**config.mk**
```make
export PLATFORM = sky130hd
export DESIGN_NAME = freq_meter_gated_flat
export DESIGN_NICKNAME = d
export VERILOG_FILES = /design/src/rtl/freq_meter_gated_if.sv /design/src/rtl/freq_meter_gated.sv /design/src/flat_wrapper.sv
export SDC_FILE = /design/constraint.sdc
export NUM_CORES = 1
export LEC_CHECK = 0
export CORE_ASPECT_RATIO = 1.75
export CORE_MARGIN = 2
export CORE_UTILIZATION = 43
export DETAILED_ROUTE_END_ITERATION = 7
export DONT_BUFFER_PORTS = 1
export GPL_TIMING_DRIVEN = 0
export PLACE_DENSITY = 0.57
export REMOVE_ABC_BUFFERS = 1
export SYNTH_ARGS = -nofsm -noshare
export SYNTH_HDL_FRONTEND = slang
export SYNTH_SLANG_ARGS = --single-unit
```
**constraint.sdc**
```tcl
create_clock -name clk -period 4 [get_ports clk]
set_clock_uncertainty 0.15 [all_clocks]
set_input_delay 0.4 -clock clk [delete_from_list [all_inputs] [get_ports clk]]
set_output_delay 0.4 -clock clk [all_outputs]
set_load 0.05 [all_outputs]
```
**src/rtl/freq_meter_gated_if.sv**
```systemverilog
// Measurement bus of the gated frequency meter; FREQ_METER_BCD_EN adds the freq_bcd result.
interface freq_meter_gated_if #(
  parameter int CNT_W = 24
`ifdef FREQ_METER_BCD_EN
  , parameter int BCD_DIGITS = 8
`endif
);
  logic             en;
  logic             fx_in;
  logic [1:0]       gate_sel;
  logic [CNT_W-1:0] freq;
  logic             overflow;
  logic             valid;
  logic             busy;
`ifdef FREQ_METER_BCD_EN
  logic [4*BCD_DIGITS-1:0] freq_bcd;

  modport master (output en, fx_in, gate_sel, input freq, overflow, valid, busy, freq_bcd);
  modport slave  (input en, fx_in, gate_sel, output freq, overflow, valid, busy, freq_bcd);
`else
  modport master (output en, fx_in, gate_sel, input freq, overflow, valid, busy);
  modport slave  (input en, fx_in, gate_sel, output freq, overflow, valid, busy);
`endif
endinterface

```
**src/rtl/freq_meter_gated.sv**
```systemverilog
// Gated frequency meter: counts synchronised fx_in rising edges per clk-timed window; FREQ_METER_BCD_EN adds a BCD result.
// Result 1 clk after window close (CNT_W+1 with BCD); no backpressure, valid is a single-cycle pulse.
module freq_meter_gated #(
  parameter int GATE_CYCLES = 100_000_000,
  parameter int CNT_W       = 24,
  parameter int SYNC_STAGES = 2,
  parameter int BCD_DIGITS  = 8
) (
  input logic clk,
  input logic rst,
  freq_meter_gated_if.slave bus
);
  localparam int GW = (GATE_CYCLES > 1) ? $clog2(GATE_CYCLES) : 1;
  localparam logic [CNT_W-1:0] CNT_MAX = '1;

  if (SYNC_STAGES < 2 || BCD_DIGITS < 1) begin : g_bad_params
    $error("freq_meter_gated: SYNC_STAGES must be >= 2 and BCD_DIGITS >= 1");
  end

  typedef enum logic {S_IDLE, S_GATE} state_t;

  state_t           state_q, state_d;
  logic [GW-1:0]    gate_q, gate_d;
  logic [CNT_W-1:0] cnt_q, cnt_d, cnt_nxt;
  logic             ovf_q, ovf_d, ovf_nxt;
  logic             close;
  logic [SYNC_STAGES:0] sync_q;
  logic             fx_edge;
  logic [CNT_W-1:0] freq_q;
  logic             overflow_q;
  logic             valid_q;

  // Last gate_cnt value of a window; very short windows clamp to one cycle.
  function automatic logic [GW-1:0] win_last(input logic [1:0] sel);
    int w;
    case (sel)
      2'd0:    w = GATE_CYCLES;
      2'd1:    w = GATE_CYCLES / 10;
      2'd2:    w = GATE_CYCLES / 100;
      default: w = GATE_CYCLES / 1000;
    endcase
    if (w < 1) w = 1;
    return GW'(w - 1);
  endfunction

  always_ff @(posedge clk or posedge rst) begin
    if (rst) sync_q <= '0;
    else     sync_q <= {sync_q[SYNC_STAGES-1:0], bus.fx_in};
  end

  assign fx_edge = sync_q[SYNC_STAGES-1] & ~sync_q[SYNC_STAGES];
  assign cnt_nxt = (cnt_q == CNT_MAX) ? CNT_MAX : cnt_q + CNT_W'(fx_edge);
  assign ovf_nxt = ovf_q | (cnt_nxt == CNT_MAX);

  always_comb begin
    state_d = state_q;
    gate_d  = gate_q;
    cnt_d   = cnt_q;
    ovf_d   = ovf_q;
    close   = 1'b0;
    case (state_q)
      S_IDLE: begin
        if (bus.en) begin
          state_d = S_GATE;
          gate_d  = win_last(bus.gate_sel);
          cnt_d   = '0;
          ovf_d   = 1'b0;
        end
      end
      S_GATE: begin
        if (!bus.en) begin
          state_d = S_IDLE;
        end else if (gate_q == '0) begin
          // Final cycle's edge goes into the report; the next window starts clean.
          close  = 1'b1;
          gate_d = win_last(bus.gate_sel);
          cnt_d  = '0;
          ovf_d  = 1'b0;
        end else begin
          gate_d = gate_q - GW'(1);
          cnt_d  = cnt_nxt;
          ovf_d  = ovf_nxt;
        end
      end
      default: state_d = S_IDLE;
    endcase
  end

  always_ff @(posedge clk or posedge rst) begin
    if (rst) begin
      state_q <= S_IDLE;
      gate_q  <= '0;
      cnt_q   <= '0;
      ovf_q   <= 1'b0;
    end else begin
      state_q <= state_d;
      gate_q  <= gate_d;
      cnt_q   <= cnt_d;
      ovf_q   <= ovf_d;
    end
  end

`ifdef FREQ_METER_BCD_EN
  localparam int CW = (CNT_W > 1) ? $clog2(CNT_W) : 1;
  localparam int BW = 4 * BCD_DIGITS;

  function automatic logic [63:0] pow10(input int n);
    logic [63:0] p;
    p = 64'd1;
    for (int i = 0; i < n; i++) p = p * 64'd10;
    return p;
  endfunction

  localparam logic [63:0] BCD_LIM = pow10(BCD_DIGITS);

  function automatic logic [BW-1:0] add3(input logic [BW-1:0] b);
    logic [BW-1:0] r;
    r = b;
    for (int i = 0; i < BCD_DIGITS; i++)
      if (r[4*i +: 4] >= 4'd5) r[4*i +: 4] = r[4*i +: 4] + 4'd3;
    return r;
  endfunction

  typedef enum logic {C_IDLE, C_CONV} conv_t;

  conv_t            conv_q, conv_d;
  logic [CW-1:0]    ccnt_q, ccnt_d;
  logic [CNT_W-1:0] val_q, val_d, sh_q, sh_d;
  logic [BW-1:0]    bcd_q, bcd_d, bcd_adj, bcd_step, freq_bcd_q, freq_bcd_d;
  logic             cov_q, cov_d, big_q, big_d;
  logic [CNT_W-1:0] freq_d;
  logic             overflow_d, valid_d;

  assign bcd_adj  = add3(bcd_q);
  assign bcd_step = (bcd_adj << 1) | BW'(sh_q[CNT_W-1]);

  always_comb begin
    conv_d     = conv_q;
    ccnt_d     = ccnt_q;
    val_d      = val_q;
    sh_d       = sh_q;
    bcd_d      = bcd_q;
    cov_d      = cov_q;
    big_d      = big_q;
    freq_d     = freq_q;
    overflow_d = overflow_q;
    freq_bcd_d = freq_bcd_q;
    valid_d    = 1'b0;
    case (conv_q)
      C_IDLE: begin
        if (close) begin
          conv_d = C_CONV;
          ccnt_d = CW'(CNT_W - 1);
          val_d  = cnt_nxt;
          sh_d   = cnt_nxt;
          bcd_d  = '0;
          cov_d  = ovf_nxt;
          big_d  = (64'(cnt_nxt) >= BCD_LIM);
        end
      end
      C_CONV: begin
        sh_d   = sh_q << 1;
        bcd_d  = bcd_step;
        ccnt_d = ccnt_q - CW'(1);
        // A window closing mid-conversion is lost; the pending report flags it.
        if (close) cov_d = 1'b1;
        if (ccnt_q == '0) begin
          conv_d     = C_IDLE;
          valid_d    = 1'b1;
          freq_d     = val_q;
          overflow_d = cov_q | big_q | close;
          freq_bcd_d = big_q ? {BCD_DIGITS{4'h9}} : bcd_step;
        end
      end
      default: conv_d = C_IDLE;
    endcase
  end

  always_ff @(posedge clk or posedge rst) begin
    if (rst) begin
      conv_q     <= C_IDLE;
      ccnt_q     <= '0;
      val_q      <= '0;
      sh_q       <= '0;
      bcd_q      <= '0;
      cov_q      <= 1'b0;
      big_q      <= 1'b0;
      freq_q     <= '0;
      overflow_q <= 1'b0;
      freq_bcd_q <= '0;
      valid_q    <= 1'b0;
    end else begin
      conv_q     <= conv_d;
      ccnt_q     <= ccnt_d;
      val_q      <= val_d;
      sh_q       <= sh_d;
      bcd_q      <= bcd_d;
      cov_q      <= cov_d;
      big_q      <= big_d;
      freq_q     <= freq_d;
      overflow_q <= overflow_d;
      freq_bcd_q <= freq_bcd_d;
      valid_q    <= valid_d;
    end
  end

  assign bus.freq_bcd = freq_bcd_q;
`else
  always_ff @(posedge clk or posedge rst) begin
    if (rst) begin
      freq_q     <= '0;
      overflow_q <= 1'b0;
      valid_q    <= 1'b0;
    end else begin
      valid_q <= close;
      if (close) begin
        freq_q     <= cnt_nxt;
        overflow_q <= ovf_nxt;
      end
    end
  end
`endif

  assign bus.freq     = freq_q;
  assign bus.overflow = overflow_q;
  assign bus.valid    = valid_q;
  assign bus.busy     = (state_q == S_GATE);
endmodule

```
**src/flat_wrapper.sv**
```systemverilog
// flat-port wrapper written by rule: the top's interface ports become plain ports
module freq_meter_gated_flat 
#(
  parameter int GATE_CYCLES = 100_000_000,
  parameter int CNT_W       = 24,
  parameter int SYNC_STAGES = 2,
  parameter int BCD_DIGITS  = 8
)
  (clk, rst, bus_en, bus_fx_in, bus_gate_sel, bus_freq, bus_overflow, bus_valid, bus_busy);
  freq_meter_gated_if #(.CNT_W(CNT_W)) bus_i ();
  input logic clk;
  input logic rst;
  input wire logic [$bits(bus_i.en)-1:0] bus_en;
  input wire logic [$bits(bus_i.fx_in)-1:0] bus_fx_in;
  input wire logic [$bits(bus_i.gate_sel)-1:0] bus_gate_sel;
  output wire logic [$bits(bus_i.freq)-1:0] bus_freq;
  output wire logic [$bits(bus_i.overflow)-1:0] bus_overflow;
  output wire logic [$bits(bus_i.valid)-1:0] bus_valid;
  output wire logic [$bits(bus_i.busy)-1:0] bus_busy;
  assign bus_i.en = bus_en;
  assign bus_i.fx_in = bus_fx_in;
  assign bus_i.gate_sel = bus_gate_sel;
  assign bus_freq = bus_i.freq;
  assign bus_overflow = bus_i.overflow;
  assign bus_valid = bus_i.valid;
  assign bus_busy = bus_i.busy;
  freq_meter_gated #(.GATE_CYCLES(GATE_CYCLES), .CNT_W(CNT_W), .SYNC_STAGES(SYNC_STAGES), .BCD_DIGITS(BCD_DIGITS)) u_core (.clk(clk), .rst(rst), .bus(bus_i));
endmodule
```
Word-level counts from Yosys, hierarchy flattened
Index checks and enable logic that the tools add are counted. Widths: inputs -> output; s select.

Register bits: 82. Input port bits: 6. Output and inout port bits: 27. Logic and storage cells: 57.

Add/sub/neg operators: 4. Order comparisons: 2. Equality and inequality tests: 6. Multiplexer cells: 30. Bitwise operators: 4. Reduce and logical (&&, ||, !) cells: 3.

Operators by type and width (count): $mux 27 (10); $mux 32 (5); $mux 24 (4); $pmux 27 s3 (1); $lt 32x2->1 const B (2); $pmux 27 s2 (1); $sub 27x2->27 const B (2); $eq 24x24->1 const B (2); $pmux 24 s2 (1); $logic_not 27->1 (1); $sub 27x1->27 const B (1); $add 24x1->24 (1); $mux 1 (7); $ne 2x2->1 const B (2); $eq 2x1->1 const B (1); $eq 2x2->1 const B (1); $logic_not 2->1 (1); $not 1->1 (2); $pmux 1 s2 (1); $reduce_and 2->1 (1); $and 1x1->1 (1); $or 1x1->1 (1).

Logic depth before layout (Yosys ltp)
Depth in word-level cells: 14. Mapped depth: 11. Mapped depth without buffers: 10.

Least setup slack after synthesis
No wires, ideal clock.

Path kind: register to register. Start point: reg u_core.gate_q[17]. End point: reg u_core.gate_q[10]. Setup time: 0.142 ns. Arrival time: 2.490 ns. Data required time: 3.708 ns. Slack: 1.218 ns. Cell stages (with the launch flop): 10. Buffers on the path: 3. Clock period less this slack: 2.782 ns. Cells stage by stage: dfrtp_1 or3_1 buf_2 or4_1 or4_4 and2_4 buf_6 buf_6 o31ai_1 a22oi_1.

Word-level cells in the longest chain between the ends: 4.

RTL lines: start: declaration (line freq_meter_gated.sv:23) `logic [GW-1:0] gate_q, gate_d;`; start signal: assignment (line freq_meter_gated.sv:97) `gate_q <= gate_d;`; $logic_not 27->1 (line freq_meter_gated.sv:73) `end else if (gate_q == '0) begin`; $mux 27 (line freq_meter_gated.sv:73); $mux 27 (line freq_meter_gated.sv:71) `if (!bus.en) begin`; $pmux 27 s2 (line freq_meter_gated.sv:61) `case (state_q)`.

Every way passes these cells. The select of a mux whose other input is x is not followed. A chain may end at the register's enable or synchronous reset.

Worst setup path in the final report
Start point: reg u_core.sync_q[2]. End point: reg u_core.ovf_q.

Word-level cells in the longest chain between the ends: 9.

RTL lines: start: declaration (line freq_meter_gated.sv:27) `logic [SYNC_STAGES:0] sync_q;`; start signal: assignment (line freq_meter_gated.sv:48) `else sync_q <= {sync_q[SYNC_STAGES-1:0], bus.fx_in};`; $not 1->1 (line freq_meter_gated.sv:51) `assign fx_edge = sync_q[SYNC_STAGES-1] & ~sync_q[SYNC_STAGES];`; $and 1x1->1 (line freq_meter_gated.sv:51); $add 24x1->24 (line freq_meter_gated.sv:52) `assign cnt_nxt = (cnt_q == CNT_MAX) ? CNT_MAX : cnt_q + CNT_W'(fx_edge);`; $mux 24 (line freq_meter_gated.sv:52); $eq 24x24->1 (line freq_meter_gated.sv:53) `assign ovf_nxt = ovf_q | (cnt_nxt == CNT_MAX);`; $or 1x1->1 (line freq_meter_gated.sv:53); $mux 1 (line freq_meter_gated.sv:73); $mux 1 (line freq_meter_gated.sv:71); $pmux 1 s2 (line freq_meter_gated.sv:61); end signal: assignment (line freq_meter_gated.sv:99) `ovf_q <= ovf_d;`; end: declaration (line freq_meter_gated.sv:25) `logic ovf_q, ovf_d, ovf_nxt;`.

Every way passes these cells. The select of a mux whose other input is x is not followed.

==> summary.md <==
| Metric | Value |
|---|---|
| Outcome | `finished clean` |
| Max cap viols | `0` |
| CTS max path bufs | `2` |
| Endpoints failing setup | `0` |
| Tcrit/Tclk final | `0.920` |
| Skew-Pair Late Insertion Delay | `0.34 ns` |
| Crit path capture type | `flop` |
| TritonCTS clock tree | `done` |
| Post-synthesis cell area | `a little under 0.005 sq mm` |
| Period minus WS final | `roughly 3.7 ns` |
| Post-placement cell count | `664` |
| CP cell instances | `nor2b_1, ha_1, ha_1, nand4_1, nor3_2, xnor2_1, a2111o_1, nor4_1, a211oi_1, a211oi_1` |
| Fin util | `0.474` |
| Final net count | `565` |
| Worst path slowest cell | `nor4_1` |
| CTS root buf | `clkbuf_16` |
| Share of layout cells above drive strength 1 | `0.0670` |
| First-pass GRT wire length | `~21000 um` |
| Pre-CTS WS | `0.336 ns` |
| Sw Pwr | `about 0.50 mW` |
| Post-synth EDFFs | `0` |
| Yosys cell types | `55` |
| Synth area leader | `dfrtp_1` |
| Die width | `between 80 and 90 um` |
| Clock Power Share | `0.461` |
| Top FF cell, synth | `dfrtp_1` |
| Final cell count without fillers | `around 700` |
| Top-count cell post-synth | `dfrtp_1` |
| CTS buffer count | `9` |
| Flop pwr share | `0.460` |
| Yosys reg bits | `82` |
| Logic gate share of total power | `0.079` |
| Buf/Inv on CP | `0` |
| # clock sinks | `just over 80` |
| # fillers | `around 1100` |
| DP HPWL | `roughly 8300 um` |
| Syn Inst Count | `between 500 and 600` |
| DIE HEIGHT | `145 um` |
| Crit-path max FO | `11` |
| Design area | `0.00523 sq mm` |
| Largest net degree at the start of global routing | `just under 90` |
| DRT antenna net count | `0` |
| Avg Inst Size Synth | `8.44 sq um` |
| Antenna cell count | `0` |
| Yosys top cell area share | `0.423` |
| CP Data Required Time | `a little over 4 ns` |
| Vias in the first global route | `between 4000 and 5000` |
| Asr flop ratio synth | `1.00` |
| Final WS setup | `~0.32 ns` |
| DP Area | `~0.0049 sq mm` |
| WL per Instance | `between 15 and 20 um` |
| Final Wtd Congestion | `0.857` |
| Worst-Margin Slew | `about 1.1 ns` |
| Fin. max-slew vios | `0` |
| Number of remaining DRC errors | `0` |
| Synthesis-to-layout area growth | `7.79%` |
| Setup crit start kind | `flop` |
| Yosys warning count | `0` |
| Critical path data arrival time | `~3.8 ns` |
| Kind of critical path | `flop to flop` |
| I/O pin count | `33` |
| Port Buf Inserts | `0` |
| Initial Utilization | `0.440` |
| Depth of the CTS H-tree | `3` |
| Overall routed net length | `12600 um` |
| Initial antenna violation count | `0` |
| Worst vdd ir | `between 0.3 and 0.4 mV` |
| Gr ovfl total | `0` |
| Core footprint | `0.0110 sq mm` |
| # rows | `51` |
| Crit-path leading delay family | `simple AND/OR/NAND/NOR gates` |
| All-layer global routing usage | `0.216` |
| Final Hold Vio Count | `0` |
| Vias | `between 4000 and 5000` |
| Sw frac | `0.251` |
| Top cells by area, synth | `dfrtp_1 (42%), o21ai_0 (6.3%), nand2_1 (5.0%)` |
| Post-synth top cells | `dfrtp_1 (82), nand2_1 (65), o21ai_0 (61), nor2_1 (43), a21oi_1 (35)` |
| Type of the worst min-delay path | `input pin to flop` |
| Initial DRC Count | `around 290` |
| Unrepaired setup endpoints after global routing | `no` |
| Max Clock Freq | `roughly 270 MHz` |
| Max-slew headroom | `0.275` |
| Pint | `~1.5 mW` |
| Clk slew on worst S/H paths | `roughly 0.070 ns` |
| Pre-antenna DRT Iters | `5` |
| Die ar. | `0.0122 sq mm` |
| Sequential area share after synthesis | `0.423` |
| Pwr/cell area | `roughly 380 mW/mm^2` |
| Critical path's largest stage delay | `0.50 ns` |
| Leakage | `2.12 nW` |
| Post-DR vias/cell | `~6` |
[kinds of logic (layout without fill, tap and decap cells)]
| family | count (synthesis) | after routing | share of synthesized area |
|---|---|---|---|
| compound gates | 168 | 168 | 0.208 |
| xor+xnor | 17 | 17 | 0.0307 |
| fa+ha+maj | 12 | 12 | 0.0309 |
| buf+inv | 66 | 43 | 0.0603 |
| flops | 82 | 82 | 0.423 |
| mux | 6 | 6 | 0.0139 |
| simple gates | 224 | 224 | 0.233 |
[per-stage QoR]
| step | hold slack [ns] | setup TNS [ns] | power [mW] |
|---|---|---|---|
| detailed placement | 0.149 | 0 | 1.09 |
| CTS | 0.000892 | 0 | 2.01 |
| finish | 0.0347 | 0 | 2.00 |
| global route | 0.00644 | 0 | 2.07 |
| global placement | 0.186 | -0.0310 | 1.08 |
| floorplan | 0.181 | 0 | 1.04 |
[final timing paths]
check	start	endpoint	slack [ns]	cells after the start
max	u_core.sync_q[2]	u_core.ovf_q	0.32	10
min	bus_en	u_core.cnt_q[22]	0.03	1
max reg2reg	u_core.sync_q[2]	u_core.ovf_q	0.32	10
min reg2reg	u_core.sync_q[0]	u_core.sync_q[1]	0.20	0
max in group asynchronous	rst	u_core.bus.overflow	2.71	3
min in group asynchronous	rst	u_core.bus.freq[4]	0.38	2
[cells in the final DEF, fill, tap and decap left out, drive strengths merged, types with 3 or more instances in the layout]
| cell type | n |
|---|---|
| a21oi | 35 |
| a22o | 14 |
| a22oi | 3 |
| a31oi | 18 |
| and2 | 6 |
| and4 | 4 |
| clkbuf | 10 |
| clkinv | 3 |
| dfrtp | 82 |
| dlygate4sd3 | 4 |
| ha | 12 |
| inv | 21 |
| mux2 | 6 |
| nand2 | 66 |
| nand2b | 7 |
| nand3 | 27 |
| nand3b | 6 |
| nand4 | 13 |
| nor2 | 43 |
| nor3 | 18 |
| nor4 | 12 |
| o21a | 6 |
| o21ai | 64 |
| o22ai | 9 |
| o31ai | 5 |
| or3 | 7 |
| or4 | 6 |
| xnor2 | 13 |
| xor2 | 4 |
[layout make-up]
class                           count  area (sq um)  area share
Multi-Input combinational cell    427          2520       0.482
Sequential cell                    82          2050       0.392
Clock buffer                       10           239      0.0457
Tap cell                          132           165      0.0316
Clock inverter                      6          90.1      0.0172
Timing Repair Buffer                6          82.6      0.0158
Inverter                           21          81.3      0.0156
[registers in the layout (all words and copies together), names as in the netlist]
name / cells
u_core.bus.busy: 1
u_core.bus.freq: 24
u_core.bus.overflow: 1
u_core.bus.valid: 1
u_core.cnt_q: 24
u_core.gate_q: 27
u_core.ovf_q: 1
u_core.sync_q: 3
[routing by layer]
metal,up-vias,routed length (um),GRT usage
met1,2046,4850,0.231
li1,2009,-,-
met2,106,6870,0.407
met3,34,411,0.0297
met4,0,487,0.114
met5,-,0,0
[power groups by stage]
| stage | sequential [mW] | clock [mW] | combinational, mW |
|---|---|---|---|
| after floorplan | 0.921 | 0 | 0.114 |
| after global placement | 0.932 | 0 | 0.144 |
| after detailed placement | 0.934 | 0 | 0.152 |
| after CTS | 0.919 | 0.936 | 0.159 |
| after global routing | 0.925 | 0.969 | 0.180 |
| final | 0.919 | 0.921 | 0.157 |
[timing repair]
item | in CTS | in global routing
resized for setup | 0 | 2
setup buffers | 0 | 0
hold endpoints to repair | 44 | 0
hold buffers | 4 | 0
endpoints found under the setup margin | 0 | 2
Note: power is estimated with default switching activity, not from simulation.
